## src/rtl/io_rx_port_pkg.sv

```systemverilog
// rtl/io_rx_port_pkg.sv - shared widths, I/O addresses and status layout for io_rx_port
package io_rx_port_pkg;

  localparam int CPU_WIDTH = 32;

  localparam logic [15:0] IO_UART_DATA   = 16'h0000;
  localparam logic [15:0] IO_UART_STATUS = 16'h0002;

  localparam int ST_NONEMPTY = 8;
  localparam int ST_FULL     = 9;
  localparam int ST_OVERFLOW = 10;
  localparam int ST_TXBUSY   = 11;

  function automatic logic [CPU_WIDTH-1:0] status_word(
    input logic [7:0] count,
    input logic       nonempty,
    input logic       full,
    input logic       ovf,
    input logic       busy
  );
    logic [CPU_WIDTH-1:0] w;
    w              = '0;
    w[7:0]         = count;
    w[ST_NONEMPTY] = nonempty;
    w[ST_FULL]     = full;
    w[ST_OVERFLOW] = ovf;
    w[ST_TXBUSY]   = busy;
    return w;
  endfunction

endpackage

```

## src/rtl/sync_fifo_byte.sv

```systemverilog
// rtl/sync_fifo_byte.sv - synchronous byte FIFO with push, pop, full, empty and count
module sync_fifo_byte #(
  parameter int DEPTH = 16
) (
  input  logic                   clock,
  input  logic                   active_low_reset,
  input  logic                   push,
  input  logic [7:0]             push_data,
  input  logic                   pop,
  output logic [7:0]             head,
  output logic                   full,
  output logic                   empty,
  output logic [$clog2(DEPTH):0] count
);

  localparam int AW = $clog2(DEPTH);

  logic [7:0]    mem [DEPTH];
  logic [AW-1:0] wr_ptr;
  logic [AW-1:0] rd_ptr;
  logic          do_push;
  logic          do_pop;

  assign full    = (count == (AW+1)'(DEPTH));
  assign empty   = (count == '0);
  assign head    = mem[rd_ptr];
  assign do_pop  = pop & ~empty;
  // A pop on the same edge frees the slot a full-FIFO push needs.
  assign do_push = push & (~full | do_pop);

  always_ff @(posedge clock) begin
    if (do_push) mem[wr_ptr] <= push_data;
  end

  always_ff @(posedge clock or negedge active_low_reset) begin
    if (!active_low_reset) begin
      wr_ptr <= '0;
      rd_ptr <= '0;
      count  <= '0;
    end else begin
      if (do_push) wr_ptr <= wr_ptr + AW'(1);
      if (do_pop)  rd_ptr <= rd_ptr + AW'(1);
      if (do_push && !do_pop)      count <= count + (AW+1)'(1);
      else if (do_pop && !do_push) count <= count - (AW+1)'(1);
    end
  end

endmodule

```

## src/rtl/io_rx_port.sv

```systemverilog
// rtl/io_rx_port.sv - buart receive FIFO answering CPU I/O reads with data or status
module io_rx_port
  import io_rx_port_pkg::*;
#(
  parameter int          WIDTH       = CPU_WIDTH,
  parameter int          DEPTH       = 16,
  parameter logic [15:0] DATA_ADDR   = IO_UART_DATA,
  parameter logic [15:0] STATUS_ADDR = IO_UART_STATUS
) (
  input  logic             clock,
  input  logic             active_low_reset,
  input  logic             rx_valid,
  input  logic [7:0]       rx_data,
  output logic             rx_rd,
  input  logic             tx_busy,
  input  logic             io_read_enable,
  input  logic [15:0]      memory_address,
  output logic [WIDTH-1:0] io_data_in,
  output logic             overflow
);

  localparam int AW = $clog2(DEPTH);

  logic [AW:0] count;
  logic [7:0]  head;
  logic        full;
  logic        empty;
  logic        capture;
  logic        rd_data;
  logic        rd_status;
  logic        pop;
  logic        push;
  logic        drop;

  // rx_rd gates capture so the still-asserted rx_valid is not taken twice.
  always_comb begin
    capture   = rx_valid & ~rx_rd;
    rd_data   = io_read_enable && (memory_address == DATA_ADDR);
    rd_status = io_read_enable && (memory_address == STATUS_ADDR);
    pop       = rd_data & ~empty;
    push      = capture & (~full | pop);
    drop      = capture & full & ~pop;
  end

  sync_fifo_byte #(.DEPTH(DEPTH)) u_fifo (
    .clock            (clock),
    .active_low_reset (active_low_reset),
    .push             (push),
    .push_data        (rx_data),
    .pop              (pop),
    .head             (head),
    .full             (full),
    .empty            (empty),
    .count            (count)
  );

  always_ff @(posedge clock or negedge active_low_reset) begin
    if (!active_low_reset) begin
      rx_rd      <= 1'b0;
      io_data_in <= '0;
      overflow   <= 1'b0;
    end else begin
      rx_rd <= capture;
      if (drop)           overflow <= 1'b1;
      else if (rd_status) overflow <= 1'b0;
      if (io_read_enable) begin
        if (rd_data)
          io_data_in <= empty ? '0 : WIDTH'(head);
        else if (rd_status)
          io_data_in <= WIDTH'(status_word(8'(count), ~empty, full, overflow, tx_busy));
        else
          io_data_in <= '0;
      end
    end
  end

endmodule
```

## config.mk

```make
export PLATFORM = sky130hd
export DESIGN_NAME = io_rx_port
export DESIGN_NICKNAME = d
export VERILOG_FILES = /design/src/rtl/io_rx_port_pkg.sv /design/src/rtl/sync_fifo_byte.sv /design/src/rtl/io_rx_port.sv
export SDC_FILE = /design/constraint.sdc
export NUM_CORES = 1
export LEC_CHECK = 0
export ABC_AREA = 1
export CAP_MARGIN = 25
export CELL_PAD_IN_SITES_DETAIL_PLACEMENT = 1
export CELL_PAD_IN_SITES_GLOBAL_PLACEMENT = 1
export CORE_UTILIZATION = 43
export CTS_BUF_LIST = sky130_fd_sc_hd__clkbuf_4 sky130_fd_sc_hd__clkbuf_8
export DETAILED_ROUTE_END_ITERATION = 8
export PLACE_DENSITY = 0.84
export SLEW_MARGIN = 10
export SYNTH_ARGS = -nofsm -noshare
export SYNTH_HDL_FRONTEND = slang
export SYNTH_SLANG_ARGS = --single-unit
```

## constraint.sdc

```tcl
create_clock -name clock -period 2.4 [get_ports clock]
set_input_delay 0.24 -clock clock [delete_from_list [all_inputs] [get_ports clock]]
set_output_delay 0.24 -clock clock [all_outputs]
set_load 0.01 [all_outputs]
```

* Word level (Yosys, flattened, before mapping)
Memories as Yosys holds them, arrays and structs flattened.
Index checks and enable logic that the tools add are counted.
** Word-level totals
- Logic and storage cells :: 45
- Output and inout bits :: 34
- Flip-flop bits (word level) :: 47
- Bits of input ports :: 29
- Memory bits (writable) :: 128
- Memories :: 1
** Memory list
- u_fifo.mem :: words 16, bits a word 8, read ports 1, clocked after memory_dff 0, write ports 1, RTL line sync_fifo_byte.sv:18 : logic [7:0] mem [DEPTH];
** Cells by class
- Reduce and logical (&&, ||, !) cells :: 10
- Add/subtract/negate cells :: 4
- Equal/unequal tests :: 2
- Bitwise logic cells :: 13
- Multiplexer cells :: 9
** Operator list (count)
- $mux 12 :: 2
- $eq 16x2->1 const B :: 1
- $logic_not 16->1 :: 1
- $mux 5 :: 2
- $add 4x1->4 const B :: 2
- $mux 8 :: 1
- $and 1x1->1 :: 7
- $add 5x1->5 const B :: 1
- $eq 5x5->1 const B :: 1
- $logic_not 5->1 :: 1
- $sub 5x1->5 const B :: 1
- $logic_and 1x1->1 :: 4
- $mux 1 :: 4
- $not 1->1 :: 4
- $reduce_bool 2->1 :: 2
- $logic_not 1->1 :: 2
- $or 1x1->1 :: 2

* Depth between registers and ports, before layout
Gate-level depths: netlist (run 1).
- Word-level depth :: 10
- Mapped depth :: 16

* By module
Synthesis (run 1) repeated with hierarchy kept, for this count alone.
** Unflattened totals
- Cell total of the unflattened synthesis :: 748
- Area total of the unflattened synthesis :: 7318.3 um^2
** By module, submodules not included
- sync_fifo_byte :: sequential area each 4169.0 um^2, cells an instance 630, area each 6426.2 um^2, instances 1
- io_rx_port :: sequential area each 350.3 um^2, cells an instance 118, area each 892.1 um^2, instances 1

* Least setup slack after synthesis (run 1)
OpenSTA, ideal clock, no wires.
- Kind :: register -> register
- Start :: register u_fifo.count[0]
- End :: register u_fifo.count[4]
- Clock period less this slack :: 2.420 ns
- Required time :: 2.274 ns
- Arrival time :: 2.294 ns
- Buffers on the path :: 1
- Cell stages (with the launch flop) :: 16
- Setup slack :: -0.020 ns
- Path through :: dfrtp_1 -> inv_1 -> nand3_1 -> nor2_1 -> o21ai_4 -> nand2_4 -> buf_6 -> inv_1 -> ha_1 -> inv_1 -> ha_1 -> a21oi_1 -> o21ai_0 -> xor2_1 -> nand2_1 -> o21ai_0
** Between the ends
- Word-level cells in the longest chain between the ends :: 9
- Elaborated cells on any way between the ends :: 19
- Classes of those cells :: 2 x add/sub; 1 x eq/ne; 2 x mux; 8 x bitwise; 6 x reduce/logical
** RTL lines
- start, declared :: RTL line sync_fifo_byte.sv:13 : output logic [$clog2(DEPTH):0] count
- start signal, assigned :: RTL line sync_fifo_byte.sv:43 : if (do_push && !do_pop) count <= count + (AW+1)'(1);
- start signal, assigned :: RTL line sync_fifo_byte.sv:44 : else if (do_pop && !do_push) count <= count - (AW+1)'(1);
- $logic_not 5->1 :: RTL line sync_fifo_byte.sv:25 : assign empty = (count == '0);
- $not 1->1 :: RTL line sync_fifo_byte.sv:27, io_rx_port.sv:40
- $and 1x1->1 :: RTL line io_rx_port.sv:40 : pop = rd_data & ~empty;
- $or 1x1->1 / $and 1x1->1 (equally long branches) :: RTL line io_rx_port.sv:41, sync_fifo_byte.sv:27
- $and 1x1->1 / $or 1x1->1 (equally long branches) :: RTL line io_rx_port.sv:41, sync_fifo_byte.sv:29
- $and 1x1->1 (*) :: RTL line sync_fifo_byte.sv:29 : assign do_push = push & (~full | do_pop);
- named net u_fifo.do_push :: RTL line sync_fifo_byte.sv:21 : logic do_push;
- $logic_not 1->1 :: RTL line sync_fifo_byte.sv:44
- $logic_and 1x1->1 :: RTL line sync_fifo_byte.sv:44
- $reduce_bool 2->1 (no line)
The timed path passes the listed nets; every way through them passes the cells marked *. The select of a mux whose other input is x is not followed.
A chain may end at the register's enable or synchronous reset.

* Worst setup path in the final report (run 1)
- Start :: input memory_address[5]
- End :: register u_fifo.count[4]
** Between the ends
- Word-level cells in the longest chain between the ends :: 9
- Elaborated cells on any way between the ends :: 14
- Classes of those cells :: 1 x mux; 6 x bitwise; 7 x reduce/logical
** RTL lines
- start, declared :: RTL line io_rx_port.sv:17 : input logic [15:0] memory_address,
- $logic_not 16->1 (*) :: RTL line io_rx_port.sv:38 : rd_data = io_read_enable && (memory_address == DATA_ADDR);
- $logic_and 1x1->1 (*) :: RTL line io_rx_port.sv:38
- $and 1x1->1 (*) :: RTL line io_rx_port.sv:40
- $or 1x1->1 / $and 1x1->1 (equally long branches) :: RTL line io_rx_port.sv:41, sync_fifo_byte.sv:27
- $and 1x1->1 / $or 1x1->1 (equally long branches) :: RTL line io_rx_port.sv:41, sync_fifo_byte.sv:29
- $and 1x1->1 (*) :: RTL line sync_fifo_byte.sv:29
- named net u_fifo.do_push :: RTL line sync_fifo_byte.sv:21
- $logic_not 1->1 :: RTL line sync_fifo_byte.sv:44
- $logic_and 1x1->1 :: RTL line sync_fifo_byte.sv:44
- $reduce_bool 2->1 (no line)
The timed path passes the listed nets; every way through them passes the cells marked *.

==> flow_summary.json, run 1 <==
{
  "hold_viol_final": 0,
  "leakagePower_uw": 0.00343,
  "antenna_found_initial": 0,
  "status": "complete, but fails checks",
  "cts_root_buf": "clkbuf_8",
  "min_path_type": "primary input to asynchronous set/reset pin",
  "htreeDepth": 4,
  "r2r-end": "u_fifo.count[4]",
  "timing.slew.headroom_pct": 47.2,
  "grt_pass1_vias": 5428,
  "via_per_inst": 5.32,
  "core_area_um2": 15900,
  "finClkSkew_ns": 0.0156,
  "overflow": 0,
  "syn2layout_area_growth_pct": 22.5,
  "critPathKind": "primary input to flop",
  "cp.required_ns": 2.80,
  "final_cell_mix": "147 x nand2_1, 128 x edfxtp_1, 74 x nand3_1, 61 x inv_1, 54 x nor2_1",
  "dp_worst_setup_slack_ns": -0.543,
  "antenna_cells": 0,
  "synth_edf_count": 128,
  "sw_frac_of_total_pct": 29.3,
  "portBuffers": 42,
  "ys_ff_latch": 155,
  "drive_gt1_share_pct": 16.7,
  "grtUsageMet2_pct": 42.7,
  "drt-initial-drc-count": 400,
  "clk_pin_slew_ns": 0.09,
  "mostFrequentLayoutCell": "nand2_1",
  "track_usage_pct": 24.3,
  "total_power_uw": 6580,
  "worst_pin_slew_ns": 0.787,
  "peakVddDrop_mv": 0.363,
  "rsz0062_at_grt": "true",
  "fp.dieH_um": 130,
  "start_util_pct": 44.1,
  "fin_nets": 792,
  "syn_avg_cell_area_um2": 10.4,
  "maxSlewViolCount": 0,
  "fin_util_pct": 54.0,
  "routabilityCongestion": 0.786,
  "violations": "setup timing",
  "synthArstFlopShare_pct": 17.4,
  "netlist_area_um2": 7030,
  "dpl.hpwl_mm": 12.8,
  "setup_violations": 2,
  "r2r_slack_ns": -0.04,
  "multiInputGateArea_um2": 2170,
  "grtUsageMet1_pct": 29.6,
  "ff_latch_area_um2": 4520,
  "die_area_um2": 16900,
  "cts.sinks": 155,
  "grt_pass1_wl_mm": 29.5,
  "yosysSeqAreaShare_pct": 64.3,
  "row_count": 46,
  "dr.pass1.iters": 4,
  "met3_usage_pct": 3.90,
  "crit_path_start_kind": "primary input",
  "worstReg2RegStart": "u_fifo.count[3]",
  "crit_fanout": 4,
  "min_period_over_period_pct": 105,
  "fmax_ghz": 0.397,
  "intPower_uw": 4650,
  "drc": 0,
  "reg2reg_depth": 13,
  "hold_slack_ns": 0.164,
  "power.density_nw_per_um2": 764,
  "combinationalPowerShare_pct": 21.1,
  "p_switching_uw": 1930,
  "grt_busiest_layer": "met2",
  "min_period_ns": 2.52,
  "ys.flop_type": "edfxtp_1",
  "pwr-share-seq_pct": 49.4,
  "synth_cell_types": 32,
  "nFillCells": 1732,
  "cts_buffers": 17,
  "grt_max_degree": 79,
  "cp-end-kind": "flop",
  "wl_per_cell_um": 21.0,
  "synth_warnings": 0,
  "io-pin-count": 63,
  "cts_tree": "yes",
  "synthCells": 674,
  "crit_arrival_ns": 2.91,
  "clk_latency_ns": 0.46,
  "drt_wl_total_mm": 20.6,
  "clkPwrFrac_pct": 29.5,
  "drv_cap": 0,
  "vias": 5220,
  "setup_ws_ns": -0.116,
  "die_x_um": 130,
  "ant_nets": 0,
  "clockBufferDepth": 2
}
sequential cells by signal (all words and copies together), names as in the netlist:
register	count
u_fifo.count	5
u_fifo.rd_ptr	4
rx_rd	1
u_fifo.mem	128
overflow	1
io_data_in	12
u_fifo.wr_ptr	4
power by group through the flow:
| stage | logic [uW] | clock network (uW) | registers [uW] |
|---|---|---|---|
| 3_3_place_gp | 1010 | 0 | 3280 |
| 2_1_floorplan | 625 | 0 | 3260 |
| 6_report | 1390 | 1940 | 3250 |
| 3_5_place_dp | 1100 | 0 | 3300 |
| 4_1_cts | 1180 | 1940 | 3240 |
| 5_1_grt | 1490 | 2040 | 3260 |
metrics by stage:
| stage | cell area [um2] | TNS, ns | instances |
|---|---|---|---|
| after floorplan | 7100 | 0 | 693 |
| after global placement | 8010 | -0.468 | 942 |
| after detailed placement | 8010 | -1.38 | 942 |
| after CTS | 8440 | 0 | 976 |
| after global routing | 8610 | -0.355 | 981 |
| final | 8610 | -0.126 | 981 |
worst max-delay path by stage:
| stage | slack [ns] | cells past startpoint | start | to |
|---|---|---|---|---|
| 3_3_place_gp | -0.22 | 16 | memory_address[13] | u_fifo.count[4] |
| 2_1_floorplan | 0.03 | 15 | u_fifo.count[0] | u_fifo.count[4] |
| 3_5_place_dp | -0.54 | 16 | memory_address[3] | u_fifo.count[4] |
| 4_1_cts | 0.03 | 13 | u_fifo.count[2] | u_fifo.count[4] |
| 5_1_grt | -0.19 | 16 | memory_address[13] | u_fifo.count[4] |
| 6_report | -0.12 | 16 | memory_address[5] | u_fifo.count[4] |
synth_stat cells, types with 3 or more instances:
| cell | n | area [um2] |
|---|---|---|
| clkbuf_1 | 9 | 33.8 |
| edfxtp_1 | 128 | 3840 |
| dfrtp_1 | 27 | 676 |
| buf_2 | 14 | 70.1 |
| o211ai_1 | 11 | 82.6 |
| o21ai_0 | 39 | 195 |
| buf_1 | 3 | 11.3 |
| inv_1 | 64 | 240 |
| nand3_1 | 76 | 380 |
| nor2_2 | 17 | 106 |
| xor2_1 | 8 | 70.1 |
| buf_4 | 22 | 165 |
| nand2_1 | 151 | 567 |
| a21oi_1 | 9 | 45.0 |
| nor2_1 | 63 | 236 |
| ha_1 | 10 | 125 |
| nand2_2 | 3 | 18.8 |
routing by layer:
metal,up-vias,wire length [um]
met2,148,10800
met1,2670,8240
li1,2355,-
met4,0,737
met3,47,779
met5,-,0
critical path: stages:
cell and delay [ns]:
clkdlybuf4s50_1 0.43, nor2_1 0.17, nand2_2 0.11, nor2_4 0.16, nand3_4 0.12, o21ai_4 0.22, nand2_4 0.08, inv_4 0.07
ha_4 0.17, clkinvlp_4 0.19, ha_4 0.36, nand2_4 0.05, o21ai_2 0.17, xor2_1 0.20, nand2_1 0.09, o21ai_2 0.06
cell families (layout without fill, tap and decap cells):
logic type	count (synthesis)	in the layout	synth area share (%)
compound gates	64	64	5.18
xor+xnor	10	10	1.25
fa+ha+maj	11	11	2.07
buf+inv	117	189	7.89
flops	155	155	64.3
other cells	1	20	0.0534
simple gates	316	316	19.3
area by class of cell:
class                   instances  share of cell area, %
flip-flops and latches        155                   52.5
multi-input cells             421                   25.2
repair buffers                 90                   11.7
well taps                     216                   3.14
inverters                      67                   2.99
clock buffers                  20                   2.98
clock inverters                12                   1.42
repair_timing:
action	in CTS	in global routing
hold buffers	0	0
pin swaps	2	16
setup buffers	2	5
endpoints found under the setup margin	3	2
endpoints found under the hold margin	0	0
resized for setup	10	31
No activity file was read; power rests on OpenSTA's default activity.
==> run 2, diff against run 1 <==
Settings changed: ABC_AREA 1 to default, CORE_UTILIZATION 43 to 46.
==> run 2 against run 1 <==
Effect of this change: sequential share of layout area rose by 3.9 points; design area fell by 6.9%; global-route usage fell by 2.4 points; via count fell by 31%; clock skew fell by 0.0020 ns; sequential power rose by 1%; critical endpoint unchanged; utilization rose by 3.7 points; the flow still finishes with violations (setup timing); area after synthesis fell by 7.0%; die area fell by 13%; final cell count fell by 32%.
==> flow_summary.json, run 2 <==
{
  "status": "complete, but fails checks",
  "violations": "setup timing",
  "cts_buffers": 17,
  "pwr-share-seq_pct": 51.1,
  "dpl-instance-area_um2": 7560,
  "syn2layout_area_growth_pct": 22.6,
  "synthArstFlopShare_pct": 17.4,
  "critPathKind": "flop to flop",
  "fmax_ghz": 0.414,
  "crit_path_cell_trace": "nor4_4, nand2_1, a21o_1, and2_4, ha_4, inv_4, ha_4, a21o_1, a21oi_2, mux2i_1, xnor2_1",
  "rsz0062_at_grt": "true",
  "final_cell_mix": "128 x edfxtp_1, 51 x buf_4, 42 x clkdlybuf4s50_1, 32 x mux4_2, 26 x dfrtp_1",
  "antenna_cells": 0,
  "hold_viol_final": 0,
  "min_period_ns": 2.41,
  "grt_max_degree": 28,
  "via_per_inst": 5.44,
  "min_path_type": "primary input to asynchronous set/reset pin",
  "die_area_um2": 14700,
  "vias": 3619,
  "fin_util_pct": 57.7,
  "cp_slowest_cell": "dfrtp_1",
  "io-pin-count": 63,
  "synth_edf_count": 128,
  "setup_ws_ns": -0.0145,
  "core_area_um2": 13900,
  "p_switching_uw": 1680,
  "crit_family": "simple AND/OR/NAND/NOR gates",
  "power.density_nw_per_um2": 804,
  "timing.slew.headroom_pct": 54.2,
  "crit_arrival_ns": 2.79,
  "fp.dieH_um": 121,
  "synth_warnings": 0,
  "clkPwrFrac_pct": 31.0,
  "cts_tree": "yes",
  "min_period_over_period_pct": 101,
  "worst_pin_slew_ns": 0.686,
  "grt_pass1_wl_mm": 22.6,
  "synth_top_cell_by_area": "edfxtp_1",
  "syn_avg_cell_area_um2": 17.6,
  "peakVddDrop_mv": 0.402,
  "dp_cells": 630,
  "cp-end-kind": "flop",
  "largest_register_ffs": 128,
  "fin_nets": 512,
  "ant_nets": 0,
  "netlist_area_um2": 6540,
  "regMostFlops": "u_fifo.mem",
  "top_regs": "u_fifo.mem x128, io_data_in x12, u_fifo.count x5",
  "multiInputGateArea_um2": 1910,
  "yosysSeqAreaShare_pct": 69.2,
  "cts.sinks": 155,
  "maxSlewViolCount": 0,
  "cts_hold_buf": 0,
  "combinationalPowerShare_pct": 17.8,
  "drive_gt1_share_pct": 30.3,
  "intPower_uw": 4760,
  "drc": 0,
  "stdcell_area_um2": 8010,
  "fin_cells": 665,
  "synthCells": 372,
  "drv_cap": 0,
  "yosysTopAreaCellShare_pct": 58.8,
  "start_util_pct": 47.1,
  "drt-initial-drc-count": 243,
  "nFillCells": 1280,
  "sw_frac_of_total_pct": 26.1,
  "ys_ff_latch": 155,
  "total_power_uw": 6440,
  "cp.required_ns": 2.78,
  "dpl.hpwl_mm": 10.3,
  "drt_wl_total_mm": 14.9,
  "mostFrequentLayoutCell": "edfxtp_1",
  "clockBufferDepth": 2,
  "path_buf_inv": 1,
  "track_usage_pct": 21.9,
  "wl_per_cell_um": 22.4,
  "synth_common_cells": "128 x edfxtp_1, 32 x mux4_2, 27 x dfrtp_1",
  "row_count": 43,
  "clk_latency_ns": 0.46,
  "setup_violations": 1,
  "yosysMostFrequentCell": "edfxtp_1",
  "leakagePower_uw": 0.00287,
  "crit_path_start_kind": "flop",
  "grt_pass1_vias": 3957,
  "antenna_found_initial": 0,
  "finClkSkew_ns": 0.0135,
  "htreeDepth": 4,
  "dp_worst_setup_slack_ns": -0.439,
  "routabilityCongestion": 0.803,
  "clk_pin_slew_ns": 0.08,
  "ff_latch_area_um2": 4520,
  "critical-path-max-stage-delay_ns": 0.42,
  "cts_root_buf": "clkbuf_8",
  "synthTopCellsByArea": "edfxtp_1 59%, mux4_2 11%, dfrtp_1 10%",
  "dr.pass1.iters": 4,
  "die_x_um": 121,
  "ys.flop_type": "edfxtp_1",
  "crit_fanout": 4,
  "overflow": 0,
  "synth_cell_types": 39,
  "portBuffers": 42
}
run 2: changes by cell type in the layout (fill, tap and decap cells not counted), moves of 11 or more:
cell      change
o21ai_0      -32
o211ai_1     -11
nand3_1      -68
buf_4        +21
inv_1        -50
nand2_1     -138
nor2_2       -22
and3_1       +16
mux4_2       +32
buf_12       -12
nor2_1       -49
nor2b_1      +12
run 2: cell families after synthesis:
kind of cell | share of synthesized area, %
buffers and inverters | 4.17
AND/OR/NAND/NOR | 6.03
XOR/XNOR | 1.21
multiplexers | 14.0
other | 0.0574
flip-flops | 69.2
AO/OA/AOI/OAI | 3.20
adder cells (fa/ha/maj) | 2.22
run 2: power by group through the flow:
| stage | Sequential (uW) | Combinational (uW) | Clock (uW) |
|---|---|---|---|
| floorplan | 3320 | 563 | 0 |
| global placement | 3310 | 1030 | 0 |
| detailed placement | 3330 | 1080 | 0 |
| CTS | 3290 | 1110 | 2040 |
| global route | 3310 | 1240 | 2130 |
| finish | 3290 | 1150 | 2000 |
run 2: repair_timing:
action	4_1_cts	5_1_grt
pin swaps	7	4
endpoints found under the setup margin	2	3
gates resized for setup	1	3
buffers inserted	2	1
run 2: final cells by class:
type	instances	share of cell area, %
inverters	12	0.593
flip-flops and latches	155	56.4
repair buffers	98	11.3
clock inverters	12	1.86
multi-input cells	188	23.8
clock buffers	20	3.20
well taps	180	2.81
run 2: worst paths after layout:
kind,start,end,slack [ns],depth (start not counted)
min in group clock,tx_busy,io_data_in[11],0.38,3
hold / removal,active_low_reset,rx_rd,0.17,2
setup reg to reg,u_fifo.count[1],u_fifo.count[4],-0.01,11
max in group asynchronous,active_low_reset,u_fifo.rd_ptr[2],1.91,2
setup / recovery,u_fifo.count[1],u_fifo.count[4],-0.01,11
hold reg to reg,overflow,overflow,0.53,1
run 2: routing by layer:
metal / vias up / global-route usage, % / wire [um]
met2: 130 / 37.9 / 7960
met5: - / 0 / 0
met3: 21 / 6.16 / 737
met4: 0 / 7.64 / 279
li1: 1604 / - / -
met1: 1864 / 26.0 / 5940
run 2: metrics by stage:
stage | hold WS [ns] | setup TNS (ns)
2_1_floorplan | -0.0556 | -0.0621
4_1_cts | 0.156 | 0
6_report | 0.169 | -0.0145
3_5_place_dp | 0.516 | -13.79
3_3_place_gp | 0.514 | -0.847
5_1_grt | 0.173 | -0.161
